[src/rtl/video_timing_if.sv]
// Raster stream bundle from the timing generator to pixel-stream consumers.
interface video_timing_if #(
  parameter int CNT_W = 12
);
  logic             o_vsync;
  logic             o_hsync;
  logic             o_de;
  logic             o_sof;
  logic [CNT_W-1:0] o_x;
  logic [CNT_W-1:0] o_y;
  logic [15:0]      o_frame_cnt;
  logic             o_busy;

  modport master (
    output o_vsync, o_hsync, o_de, o_sof, o_x, o_y, o_frame_cnt, o_busy
  );
  modport slave (
    input  o_vsync, o_hsync, o_de, o_sof, o_x, o_y, o_frame_cnt, o_busy
  );
endinterface

[src/rtl/video_timing_gen.sv]
// Free-running raster timing generator: sync/de/coordinates are registered
// decodes of the (h,v) position; runs only stop on a frame boundary.
module video_timing_gen #(
  parameter int H_ACTIVE = 320,
  parameter int H_FP     = 8,
  parameter int H_SYNC   = 4,
  parameter int H_BP     = 8,
  parameter int V_ACTIVE = 240,
  parameter int V_FP     = 2,
  parameter int V_SYNC   = 2,
  parameter int V_BP     = 2,
  parameter int CNT_W    = 12
) (
  input  logic           clk,
  input  logic           rst_n,
  input  logic           i_en,
  video_timing_if.master vid
);
  localparam int H_TOTAL = H_SYNC + H_BP + H_ACTIVE + H_FP;
  localparam int V_TOTAL = V_SYNC + V_BP + V_ACTIVE + V_FP;

  generate
    if (H_ACTIVE < 1 || H_FP < 1 || H_SYNC < 1 || H_BP < 1 ||
        V_ACTIVE < 1 || V_FP < 1 || V_SYNC < 1 || V_BP < 1 ||
        H_TOTAL >= (1 << CNT_W) || V_TOTAL >= (1 << CNT_W)) begin : g_bad_geometry
      $fatal(1, "video_timing_gen: illegal geometry parameters");
    end
  endgenerate

  localparam logic [CNT_W-1:0] H_LAST = CNT_W'(H_TOTAL - 1);
  localparam logic [CNT_W-1:0] V_LAST = CNT_W'(V_TOTAL - 1);
  localparam logic [CNT_W-1:0] H_SE   = CNT_W'(H_SYNC);
  localparam logic [CNT_W-1:0] V_SE   = CNT_W'(V_SYNC);
  localparam logic [CNT_W-1:0] H_A0   = CNT_W'(H_SYNC + H_BP);
  localparam logic [CNT_W-1:0] H_A1   = CNT_W'(H_SYNC + H_BP + H_ACTIVE);
  localparam logic [CNT_W-1:0] V_A0   = CNT_W'(V_SYNC + V_BP);
  localparam logic [CNT_W-1:0] V_A1   = CNT_W'(V_SYNC + V_BP + V_ACTIVE);

  typedef enum logic {IDLE, RUN} state_e;

  state_e           state_q, state_d;
  logic [CNT_W-1:0] h_cnt_q, h_cnt_d, v_cnt_q, v_cnt_d;
  logic [15:0]      frame_cnt_q, frame_cnt_d;
  logic             vsync_q, vsync_d, hsync_q, hsync_d, de_q, de_d;
  logic             sof_q, sof_d, busy_q, busy_d;
  logic [CNT_W-1:0] x_q, x_d, y_q, y_d;
  logic             run, h_end, v_end, h_act, v_act;

  assign run   = (state_q == RUN);
  assign h_end = (h_cnt_q == H_LAST);
  assign v_end = (v_cnt_q == V_LAST);
  assign h_act = (h_cnt_q >= H_A0) && (h_cnt_q < H_A1);
  assign v_act = (v_cnt_q >= V_A0) && (v_cnt_q < V_A1);

  always_ff @(posedge clk or negedge rst_n) begin
    if (!rst_n) state_q <= IDLE;
    else        state_q <= state_d;
  end

  // i_en only matters in IDLE and on the last clock of a frame.
  always_comb begin
    state_d     = state_q;
    h_cnt_d     = h_cnt_q;
    v_cnt_d     = v_cnt_q;
    frame_cnt_d = frame_cnt_q;
    case (state_q)
      IDLE: begin
        h_cnt_d = '0;
        v_cnt_d = '0;
        if (i_en) state_d = RUN;
      end
      RUN: begin
        h_cnt_d = h_end ? '0 : h_cnt_q + CNT_W'(1);
        if (h_end) v_cnt_d = v_end ? '0 : v_cnt_q + CNT_W'(1);
        if (h_end && v_end) begin
          frame_cnt_d = frame_cnt_q + 16'd1;
          if (!i_en) state_d = IDLE;
        end
      end
      default: state_d = IDLE;
    endcase
  end

  always_comb begin
    hsync_d = !(run && (h_cnt_q < H_SE));
    vsync_d = !(run && (v_cnt_q < V_SE));
    de_d    = run && h_act && v_act;
    sof_d   = run && (h_cnt_q == '0) && (v_cnt_q == '0);
    busy_d  = run;
    x_d     = de_d ? h_cnt_q - H_A0 : '0;
    y_d     = de_d ? v_cnt_q - V_A0 : '0;
  end

  always_ff @(posedge clk or negedge rst_n) begin
    if (!rst_n) begin
      h_cnt_q     <= '0;
      v_cnt_q     <= '0;
      frame_cnt_q <= '0;
      vsync_q     <= 1'b1;
      hsync_q     <= 1'b1;
      de_q        <= 1'b0;
      sof_q       <= 1'b0;
      busy_q      <= 1'b0;
      x_q         <= '0;
      y_q         <= '0;
    end else begin
      h_cnt_q     <= h_cnt_d;
      v_cnt_q     <= v_cnt_d;
      frame_cnt_q <= frame_cnt_d;
      vsync_q     <= vsync_d;
      hsync_q     <= hsync_d;
      de_q        <= de_d;
      sof_q       <= sof_d;
      busy_q      <= busy_d;
      x_q         <= x_d;
      y_q         <= y_d;
    end
  end

  assign vid.o_vsync     = vsync_q;
  assign vid.o_hsync     = hsync_q;
  assign vid.o_de        = de_q;
  assign vid.o_sof       = sof_q;
  assign vid.o_x         = x_q;
  assign vid.o_y         = y_q;
  assign vid.o_frame_cnt = frame_cnt_q;
  assign vid.o_busy      = busy_q;
endmodule

[src/flat_wrapper.sv]
// flat-port wrapper written by rule: the top's interface ports become plain ports
module video_timing_gen_flat 
#(
  parameter int H_ACTIVE = 320,
  parameter int H_FP     = 8,
  parameter int H_SYNC   = 4,
  parameter int H_BP     = 8,
  parameter int V_ACTIVE = 240,
  parameter int V_FP     = 2,
  parameter int V_SYNC   = 2,
  parameter int V_BP     = 2,
  parameter int CNT_W    = 12
)
  (clk, rst_n, i_en, vid_o_vsync, vid_o_hsync, vid_o_de, vid_o_sof, vid_o_x, vid_o_y, vid_o_frame_cnt, vid_o_busy);
  video_timing_if #(.CNT_W(CNT_W)) vid_i ();
  input  logic clk;
  input  logic rst_n;
  input  logic i_en;
  output wire logic [$bits(vid_i.o_vsync)-1:0] vid_o_vsync;
  output wire logic [$bits(vid_i.o_hsync)-1:0] vid_o_hsync;
  output wire logic [$bits(vid_i.o_de)-1:0] vid_o_de;
  output wire logic [$bits(vid_i.o_sof)-1:0] vid_o_sof;
  output wire logic [$bits(vid_i.o_x)-1:0] vid_o_x;
  output wire logic [$bits(vid_i.o_y)-1:0] vid_o_y;
  output wire logic [$bits(vid_i.o_frame_cnt)-1:0] vid_o_frame_cnt;
  output wire logic [$bits(vid_i.o_busy)-1:0] vid_o_busy;
  assign vid_o_vsync = vid_i.o_vsync;
  assign vid_o_hsync = vid_i.o_hsync;
  assign vid_o_de = vid_i.o_de;
  assign vid_o_sof = vid_i.o_sof;
  assign vid_o_x = vid_i.o_x;
  assign vid_o_y = vid_i.o_y;
  assign vid_o_frame_cnt = vid_i.o_frame_cnt;
  assign vid_o_busy = vid_i.o_busy;
  video_timing_gen #(.H_ACTIVE(H_ACTIVE), .H_FP(H_FP), .H_SYNC(H_SYNC), .H_BP(H_BP), .V_ACTIVE(V_ACTIVE), .V_FP(V_FP), .V_SYNC(V_SYNC), .V_BP(V_BP), .CNT_W(CNT_W)) u_core (.clk(clk), .rst_n(rst_n), .i_en(i_en), .vid(vid_i));
endmodule
[config.mk]
export PLATFORM = sky130hd
export DESIGN_NAME = video_timing_gen_flat
export DESIGN_NICKNAME = d
export VERILOG_FILES = /design/src/rtl/video_timing_if.sv /design/src/rtl/video_timing_gen.sv /design/src/flat_wrapper.sv
export SDC_FILE = /design/constraint.sdc
export NUM_CORES = 1
export LEC_CHECK = 0
export BUFFER_PORTS_ARGS = -buffer_cell sky130_fd_sc_hd__buf_2
export CAP_MARGIN = 20
export CORE_MARGIN = 4
export CORE_UTILIZATION = 51
export CTS_BUF_LIST = sky130_fd_sc_hd__clkbuf_16
export CTS_CLUSTER_DIAMETER = 100
export CTS_CLUSTER_SIZE = 20
export DETAILED_ROUTE_END_ITERATION = 8
export PLACE_DENSITY = 0.75
export SETUP_SLACK_MARGIN = 0.05
export SKIP_CTS_REPAIR_TIMING = 1
export SLEW_MARGIN = 20
export SYNTH_ARGS = -nofsm -noshare
export SYNTH_HDL_FRONTEND = slang
export SYNTH_SLANG_ARGS = --single-unit
[constraint.sdc]
create_clock -name clk -period 2 [get_ports clk]
set_input_delay 0.6 -clock clk [delete_from_list [all_inputs] [get_ports clk]]
set_output_delay 0.6 -clock clk [all_outputs]
set_load 0.005 [all_outputs]
=== After elaboration in Yosys (flattened, before gate mapping) ===
Index checks and enable logic that the tools add are counted.

* Memories kept: 0
* Bits in latches: 0
* Logic and storage cells: 50
* Output and inout bits: 45
* Bits in registers: 70
* RAM bits: 0
* Bits in read-only memories: 0
* Bits of input ports: 3

* Divide/modulo/power cells: 0
* Order comparisons: 6
* Reductions and logical operators: 14
* Bitwise logic cells: 1
* Multiplexer cells: 10
* Eq/ne operators: 3
* $mul: 0
* Add/sub/neg operators: 5
* Shift-type cells: 0

{| class="wikitable"
|+ Operators by type and width
! operator !! count
|-
| 2-to-1 mux 12 bit || 5
|-
| case mux 12 bit (2 select lines) || 2
|-
| adder 12 x 1 -> 12 bit (second input constant) || 2
|-
| zero test 12 bit || 2
|-
| adder 16 x 1 -> 16 bit (second input constant) || 1
|-
| == test 12 x 8 -> 1 bit (second input constant) || 1
|-
| == test 12 x 9 -> 1 bit (second input constant) || 1
|-
| greater-or-equal comparator 12 x 3 -> 1 bit (second input constant) || 1
|-
| greater-or-equal comparator 12 x 4 -> 1 bit (second input constant) || 1
|-
| < comparator 12 x 2 -> 1 bit (second input constant) || 1
|-
| < comparator 12 x 3 -> 1 bit (second input constant) || 1
|-
| < comparator 12 x 8 -> 1 bit (second input constant) || 1
|-
| < comparator 12 x 9 -> 1 bit (second input constant) || 1
|-
| subtractor 12 x 3 -> 12 bit (second input constant) || 1
|-
| subtractor 12 x 4 -> 12 bit (second input constant) || 1
|-
| logical AND 1 bit || 9
|-
| zero test 1 bit || 2
|-
| 2-to-1 mux 1 bit || 2
|-
| != test 2 bit (second input constant) || 1
|-
| case mux 1 bit (2 select lines) || 1
|-
| AND reduction 2 bit || 1
|-
| inverter 1 bit || 1
|}

=== Logic depth before layout (Yosys ltp) ===
Gate-level depths: netlist (run 1).

* Depth in word-level cells: 5
* Gate-level depth with buffers: 7
* Mapped depth without buffers: 6

=== Worst setup path after synthesis (run 1) ===
OpenSTA, ideal clock, no wires.

* Path type: register -> register
* From: register u_core.v_cnt_q[8]
* To: register u_core.frame_cnt_q[1], in the netlist u_core.vid.o_frame_cnt[1]
* Stages on the path, launching flop included: 6
* Library setup time: 128 ps
* Setup slack: -70 ps
* Arrival time: 1943 ps
* Clock period less this slack: 2070 ps
* Buffers on the path: 1
* Data required time: 1872 ps
* Path through: dfrtp_1 buf_6 or4_4 nor4_4 and2_1 mux2_1

* Word-level cells in the longest chain between the ends: 3

{| class="wikitable"
|+ Ends and longest elaborated chain
! what !! line !! text
|-
| from (decl) || video_timing_gen.sv:42 || <nowiki>logic [CNT_W-1:0] h_cnt_q, h_cnt_d, v_cnt_q, v_cnt_d;</nowiki>
|-
| from (signal assigned) || video_timing_gen.sv:108 || <nowiki>v_cnt_q <= v_cnt_d;</nowiki>
|-
| == test 12 x 8 -> 1 bit || video_timing_gen.sv:51 || <nowiki>assign v_end = (v_cnt_q == V_LAST);</nowiki>
|-
| logical AND 1 bit || video_timing_gen.sv:75 || <nowiki>if (h_end && v_end) begin</nowiki>
|-
| AND reduction 2 bit (no line) || -- ||
|-
| to (signal assigned) || video_timing_gen.sv:109 || <nowiki>frame_cnt_q <= frame_cnt_d;</nowiki>
|-
| to (decl) || video_timing_gen.sv:43 || <nowiki>logic [15:0] frame_cnt_q, frame_cnt_d;</nowiki>
|}

Every way passes these cells.
A chain may end at the register's enable or synchronous reset.

=== Final worst setup path (run 1) ===
* From: register u_core.v_cnt_q[8]
* To: register u_core.y_q[8], in the netlist u_core.vid.o_y[8]

* Word-level cells in the longest chain between the ends: 4
* Elaborated cells on any way between the ends: 6
* Classes of those cells: add/sub: 1; order compare: 2; mux: 1; reduce/logical: 2

{| class="wikitable"
|+ Ends and longest elaborated chain
! what !! line !! text
|-
| greater-or-equal comparator 12 x 3 -> 1 bit or < comparator 12 x 8 -> 1 bit (tied branches) || video_timing_gen.sv:53 || <nowiki>assign v_act = (v_cnt_q >= V_A0) && (v_cnt_q < V_A1);</nowiki>
|-
| logical AND 1 bit || video_timing_gen.sv:53 ||
|-
| logical AND 1 bit || video_timing_gen.sv:87 || <nowiki>de_d = run && h_act && v_act;</nowiki>
|-
| 2-to-1 mux 12 bit * || video_timing_gen.sv:91 || <nowiki>y_d = de_d ? v_cnt_q - V_A0 : '0;</nowiki>
|-
| via u_core.y_d[8] || video_timing_gen.sv:46 || <nowiki>logic [CNT_W-1:0] x_q, x_d, y_q, y_d;</nowiki>
|-
| to (signal assigned) || video_timing_gen.sv:116 || <nowiki>y_q <= y_d;</nowiki>
|-
| to (decl) || video_timing_gen.sv:46 ||
|}

Mark *: on every way through the listed nets, which the timed path passes. The rest lies on a longest branch.

==> impl_results.md, run 1 <==
- Setup TNS: 0 ns
- Die area: about 8100 um^2
- Worst hold slack: between 0.15 and 0.2 ns
- Status: completed
- Global Route met2 Usage: ~30%
- Mapped Cells: between 300 and 400
- Peak Freq: 507 MHz
- Root buffer cell: clkbuf_16
- Max clock buf depth: 2
- Yosys reg bits: 70
- Worst-path clk slew: about 0.060 ns
- Area grow syn2layout: 29.6%
- GRT Total Usage: between 10% and 20%
- Final wirelength: 7.90 mm
- Crit path max-delay cell type: or4_4
- Reg2reg start: u_core.v_cnt_q[8]
- Cell Area, Synth: approximately 3400 um^2
- Placed Instance Area: around 3900 um^2
- Number of remaining DRC errors: 0
- Synth Area per Inst: ~10 um^2
- Setup crit end kind: flip-flop
- Drt first pass iters: 5
- Final Non-Filler Cells: approximately 500
- PortBufs: 47
- Max Transition Viols Final: 0
- Largest net degree at the start of global routing: 38
- Via count: 2763
- Final WS setup: between 0.02 and 0.03 ns
- Worst IR Drop VDD: 0.469 mV
- Pwr/cell area: 696 nW/um^2
- Num ports: 48
- # nets final: 428
- Commonest cells after routing, fill and taps aside: dfrtp_1 (68), buf_2 (47), buf_4 (30), xnor2_1 (29)
- Required time of the critical path: ~2.3 ns
- Antenna-violating nets left: 0
- Most used cell, CP: buf_6
- Placed Cells: between 400 and 500
- Number of global-route vias before repair: about 2700
- First-pass GRT wire length: between 10 and 15 mm
- CP cell instances: or4_4 > buf_6 > nor4b_4 > nand4_1 > buf_6 > buf_12 > nor2_2
- # setup viols final: 0
- Initial antenna violation count: 0
- Post-Place Setup Slack: between 0.007 and 0.008 ns
- Worst reg2reg path depth: 7
- Commonest non-fill, non-tap cell in the layout: dfrtp_1
- Ys async rst share: between 90% and 100%
- Seq/Total Area, Yosys: about half
- Leakage: ~2.2 nW
- Post-synth net total: 352
- Clock insertion delay at the later pin of the skew report: around 0.34 ns
- Starting density of the core: between 50% and 60%
- Routability cong.: approximately 0.89
- TritonCTS buffer count: 9
- Share of cells above drive strength 1: roughly 33%
- CP peak stage delay: about 0.54 ns
- DR WL/cell: ~16 um
- CP Max Fanout: 7
- Startpoint Class: flip-flop
- EDFF count, synth: 0
- Hold Fails Final Rpt: 0
- Max Cap Violations: 0
- # diodes: 0
- Worst Skew: roughly 0.011 ns
- Detailed placement HPWL: 5.50 mm
- Synth warnings: 0
- Gr busiest metal: met2
- Design Area, Final: roughly 4400 um^2
- Clock sinks: 70
- Core area: 6420 um^2
- Crit path DAT: roughly 2.2 ns
- DRT iter0 DRCs: 210
- Yosys cell types: between 40 and 50
- CTS tree: yes
- Die width: around 90 um
- Die span in y: roughly 90 um
- Buf/Inv on CP: 3
- Crit share post-route: a little over nine tenths
- Most used flip-flop cell after synthesis: dfrtp_1
- Num rows: 29
- RSZ-0062 raised after global routing: yes
- Vias/cell: between 5 and 6
- GR Overflow Total: 0
- Period minus WS final: 1.97 ns
- WS Path Type: flip-flop to flip-flop
- Hold WC Path Type: primary input to asynchronous set/reset pin
- Global routing usage on met1: between 20% and 30%
- H-tree level count: 3
- Levels on crit path: 7
- Crit-path leading delay family: simple AND/OR/NAND/NOR gates
- CP Launch Point: u_core.v_cnt_q[8]
- Met3 Use GR: around 4%
metal layers:
metal | up-vias | routed length [um]
li1 | 1320 | -
met1 | 1327 | 3590
met2 | 104 | 3700
met3 | 12 | 468
met4 | 0 | 146
met5 | - | 0
worst register-to-register path, cell delays in order, from the launching register on:
cell	delay (ns)
dfrtp_1	0.38
or4_4	0.54
buf_6	0.15
nor4b_4	0.24
nand4_1	0.15
buf_6	0.17
buf_12	0.15
nor2_2	0.12
metrics by stage:
stage                     utilization [%]  total power [W]
after floorplan                         -          0.00144
after global placement               61.0          0.00148
after detailed placement             61.0          0.00148
after CTS                            65.8          0.00310
after global routing                 68.9          0.00317
final                                68.9          0.00308
layout make-up:
class                           instances  area [um^2]
Fill cell                             449         1990
Sequential cell                        70         1750
Multi-Input combinational cell        231         1640
Timing Repair Buffer                   85          572
Clock buffer                            9          225
Tap cell                               77         96.3
Clock inverter                          7         81.3
Inverter                               16         60.1
where the power goes:
part,total (W),leakage [nW],switching [W],internal [W]
clock network,0.00163,0.147,0.000648,0.000980
logic,0.0000350,1.10,0.0000277,0.00000728
registers,0.00142,0.944,0.000000177,0.00142
total,0.00308,2.19,0.000676,0.00240
final timing paths:
| check | endpoint | slack, ns |
|---|---|---|
| max | u_core.vid.o_y[8] | 0.03 |
| min | u_core.v_cnt_q[10] | 0.15 |
| max reg2reg | u_core.vid.o_y[8] | 0.03 |
| min reg2reg | u_core.vid.o_frame_cnt[15] | 0.48 |
| max in group asynchronous | u_core.h_cnt_q[2] | 1.26 |
| min in group clk | u_core.busy_d | 0.46 |
cells by family after synthesis:
family / share of synthesized area [%]
AOI/OAI and AO/OA: 6.12
xor gates and xnor gates: 9.74
adders and majority gates: 4.39
buffers and inverters: 4.65
DFF: 51.3
muxes: 0.330
other: 0.110
and+or+nand+nor: 23.3
synth_stat cells, types with 9 or more instances:
master / count / share of area [%]
xor2_1: 9 / 2.3
nor2_1: 42 / 4.6
nand3_1: 21 / 3.1
a31oi_1: 12 / 2.2
inv_1: 16 / 1.8
clkbuf_1: 11 / 1.2
nand2_1: 22 / 2.4
ha_1: 12 / 4.4
dfrtp_1: 68 / 50
nor3_1: 10 / 1.5
xnor2_1: 29 / 7.4
nand4_1: 16 / 2.9
sequential cells by signal, summed over array words and instances (netlist names):
signal	cells
u_core.h_cnt_q	12
u_core.vid.o_hsync	1
u_core.busy_d	1
u_core.vid.o_busy	1
u_core.vid.o_frame_cnt	16
u_core.vid.o_sof	1
u_core.vid.o_de	1
u_core.vid.o_y	12
u_core.vid.o_x	12
u_core.v_cnt_q	12
u_core.vid.o_vsync	1
Note: power is estimated with default switching activity, not from simulation.
==> run 2: changes to the inputs <==
--- a/config.mk
+++ b/config.mk
@@ -10,3 +10,3 @@
 export CORE_MARGIN = 4
-export CORE_UTILIZATION = 51
+export CORE_UTILIZATION = 59
 export CTS_BUF_LIST = sky130_fd_sc_hd__clkbuf_16
@@ -15,3 +15,3 @@
 export DETAILED_ROUTE_END_ITERATION = 8
-export PLACE_DENSITY = 0.75
+export PLACE_DENSITY = 0.82
 export SETUP_SLACK_MARGIN = 0.05
==> constraint.sdc (replaced) <==
create_clock -name clk -period 2.4 [get_ports clk]
set_input_delay 0.24 -clock clk [delete_from_list [all_inputs] [get_ports clk]]
set_output_delay 0.24 -clock clk [all_outputs]
set_load 0.005 [all_outputs]
==> run 2 against run 1 <==
Global-route usage rose by 2.6 points. Count of clock-buffer cells in the layout is the same. Wire length down 7.0%. Critical path depth shrank 3. Via count down 5.3%. Largest power group unchanged.
==> impl_results.md, run 2 (synthesized netlist as in run 1, its figures left out) <==
- Final wirelength: 7.35 mm (was 7.90 mm)
- Crit share post-route: 88.5% (was 98.6%)
- CTS tree: yes (unchanged)
- Global Route met2 Usage: 36.4% (was 30.0%)
- Number of remaining DRC errors: 0 (unchanged)
- CP cell instances: or4_4 > o31a_1 > a31oi_1 > a31oi_1 (was or4_4 > buf_6 > nor4b_4 > nand4_1 > buf_6 > buf_12 > nor2_2)
- Commonest cells after routing, fill and taps aside: dfrtp_1 (68), buf_2 (47), nor2_1 (42), xnor2_1 (29), nand2_1 (22) (was dfrtp_1 (68), buf_2 (47), buf_4 (30), xnor2_1 (29))
- Hold Fails Final Rpt: 0 (unchanged)
- Pwr/cell area: 615 nW/um^2 (was 696 nW/um^2)
- Vias/cell: 5.63 (was 5.58)
- Required time of the critical path: 2.60 ns (was 2.26 ns)
- Drt first pass iters: 4 (was 5)
- Via count: 2617 (was 2763)
- Gr busiest metal: met2 (unchanged)
- Most used cell, CP: a31oi_1 (was buf_6)
- Core area: 5570 um^2 (was 6420 um^2)
- Share of cells above drive strength 1: 21.1% (was 32.8%)
- CP peak stage delay: 0.62 ns (was 0.54 ns)
- Max reg flops: 16 (unchanged)
- Worst Tran Pin Value: slightly above 0.7 ns
- Area grow syn2layout: 18.1% (was 29.6%)
- Die width: 84.1 um (was 89.9 um)
- Max clock buf depth: 2 (unchanged)
- Met3 Use GR: 4.84% (was 4.01%)
- RSZ-0062 raised after global routing: no (was yes)
- Max Transition Viols Final: 0 (unchanged)
- Initial antenna violation count: 0 (unchanged)
- Global routing usage on met1: 29.5% (was 27.6%)
- PortBufs: 47 (unchanged)
- Num ports: 48 (unchanged)
- Status: completed (unchanged)
- Hold WC Path Type: primary input to flip-flop (was primary input to asynchronous set/reset pin)
- Leakage: 2.00 nW (was 2.19 nW)
- # diodes: 0 (unchanged)
- Multi-input gate area: 1500 um^2 (was 1640 um^2)
- Worst Skew: 0.00482 ns (was 0.0107 ns)
- Crit path max-delay cell type: or4_4 (unchanged)
- Clock insertion delay at the later pin of the skew report: 0.33 ns (was 0.34 ns)
- Crit-path leading delay family: compound AO/OA/AOI/OAI gates (was simple AND/OR/NAND/NOR gates)
- Starting density of the core: 61.3% (was 53.2%)
- Setup crit end kind: flip-flop (unchanged)
- Number of global-route vias before repair: 2616 (was 2664)
- Detailed placement HPWL: 5.23 mm (was 5.50 mm)
- # nets final: 403 (was 428)
- Root buffer cell: clkbuf_16 (unchanged)
- Worst-path clk slew: 0.05 ns (was 0.06 ns)
- GRT Total Usage: 22.5% (was 19.9%)
- Worst IR Drop VDD: 0.440 mV (was 0.469 mV)
- Slew HR: 52.4%
- Antenna-violating nets left: 0 (unchanged)
- Period minus WS final: 2.12 ns (was 1.97 ns)
- TritonCTS buffer count: 9 (unchanged)
- DRT iter0 DRCs: 153 (was 210)
- # setup viols final: 0 (unchanged)
- Max Cap Violations: 0 (unchanged)
- GR Overflow Total: 0 (unchanged)
- Crit path DAT: 2.32 ns (was 2.23 ns)
- Worst hold slack: 0.114 ns (was 0.152 ns)
- DR WL/cell: 15.8 um (was 16.0 um)
- Buf/Inv on CP: 0 (was 3)
- Num rows: 27 (was 29)
- Die span in y: 84.1 um (was 89.9 um)
- Peak Freq: 471 MHz (was 507 MHz)
- H-tree level count: 3 (unchanged)
- Seq. cell area: 1750 um^2 (unchanged)
- Largest net degree at the start of global routing: 31 (was 38)
- Fillers: 419 (was 449)
- CP Max Fanout: 20 (was 7)
- Setup TNS: 0 ns (unchanged)
- Clock sinks: 70 (unchanged)
- Routability cong.: 0.861 (was 0.894)
- Startpoint Class: flip-flop (unchanged)
- Commonest non-fill, non-tap cell in the layout: dfrtp_1 (unchanged)
- WS Path Type: flip-flop to flip-flop (unchanged)
- First-pass GRT wire length: 12.7 mm (was 12.9 mm)
- Die area: 7070 um^2 (was 8070 um^2)
-- run 2: routing by layer --
| metal | share of wire (%) | up-vias |
|---|---|---|
| met5 | 0 | - |
| li1 | - | 1266 |
| met1 | 43 | 1235 |
| met4 | 1.8 | 0 |
| met3 | 7.4 | 10 |
| met2 | 48 | 106 |
-- run 2: final cells by class --
cell class / instances / area share [%]
timing repair buffer: 60 / 8.31
clock buffer: 9 / 5.58
tap: 72 / 2.23
inverter: 16 / 1.49
multi-input combinational: 231 / 37.3
sequential: 70 / 43.5
clock inverter: 7 / 1.61
-- run 2: tightest hold or removal path: stages --
cell and delay (ns):
buf_2 0.08, nor2_1 0.03, nand2_1 0.06
-- run 2: worst paths after layout --
| path | from | endpoint | slack, ns | cells after the start |
|---|---|---|---|---|
| max | u_core.v_cnt_q[8] | u_core.v_cnt_q[3] | 0.28 | 4 |
| min | i_en | u_core.busy_d | 0.11 | 3 |
| max reg2reg | u_core.v_cnt_q[8] | u_core.v_cnt_q[3] | 0.28 | 4 |
| min reg2reg | u_core.vid.o_frame_cnt[15] | u_core.vid.o_frame_cnt[15] | 0.47 | 1 |
| max in group asynchronous | rst_n | u_core.v_cnt_q[4] | 1.16 | 3 |
| min in group asynchronous | rst_n | u_core.vid.o_y[11] | 0.44 | 2 |
-- run 2: power breakdown --
group	internal (W)	total, W	leakage [nW]	switching, W
sequential	0.00118	0.00118	0.944	0.000000170
clock	0.000795	0.00127	0.143	0.000474
combinational	0.00000485	0.0000278	0.914	0.0000230
total	0.00198	0.00248	2.00	0.000497
-- run 2: stage by stage --
step	cell area [um^2]	util, %	instances	setup slack [ns]	total power (W)
3_5_place_dp	3730	67.0	448	0.306	0.00123
3_3_place_gp	3730	67.0	448	0.362	0.00123
4_1_cts	4020	72.2	464	0.293	0.00250
6_report	4030	72.4	465	0.277	0.00248
2_1_floorplan	3420	-	337	0.330	0.00120
5_1_grt	4030	72.4	465	0.138	0.00257
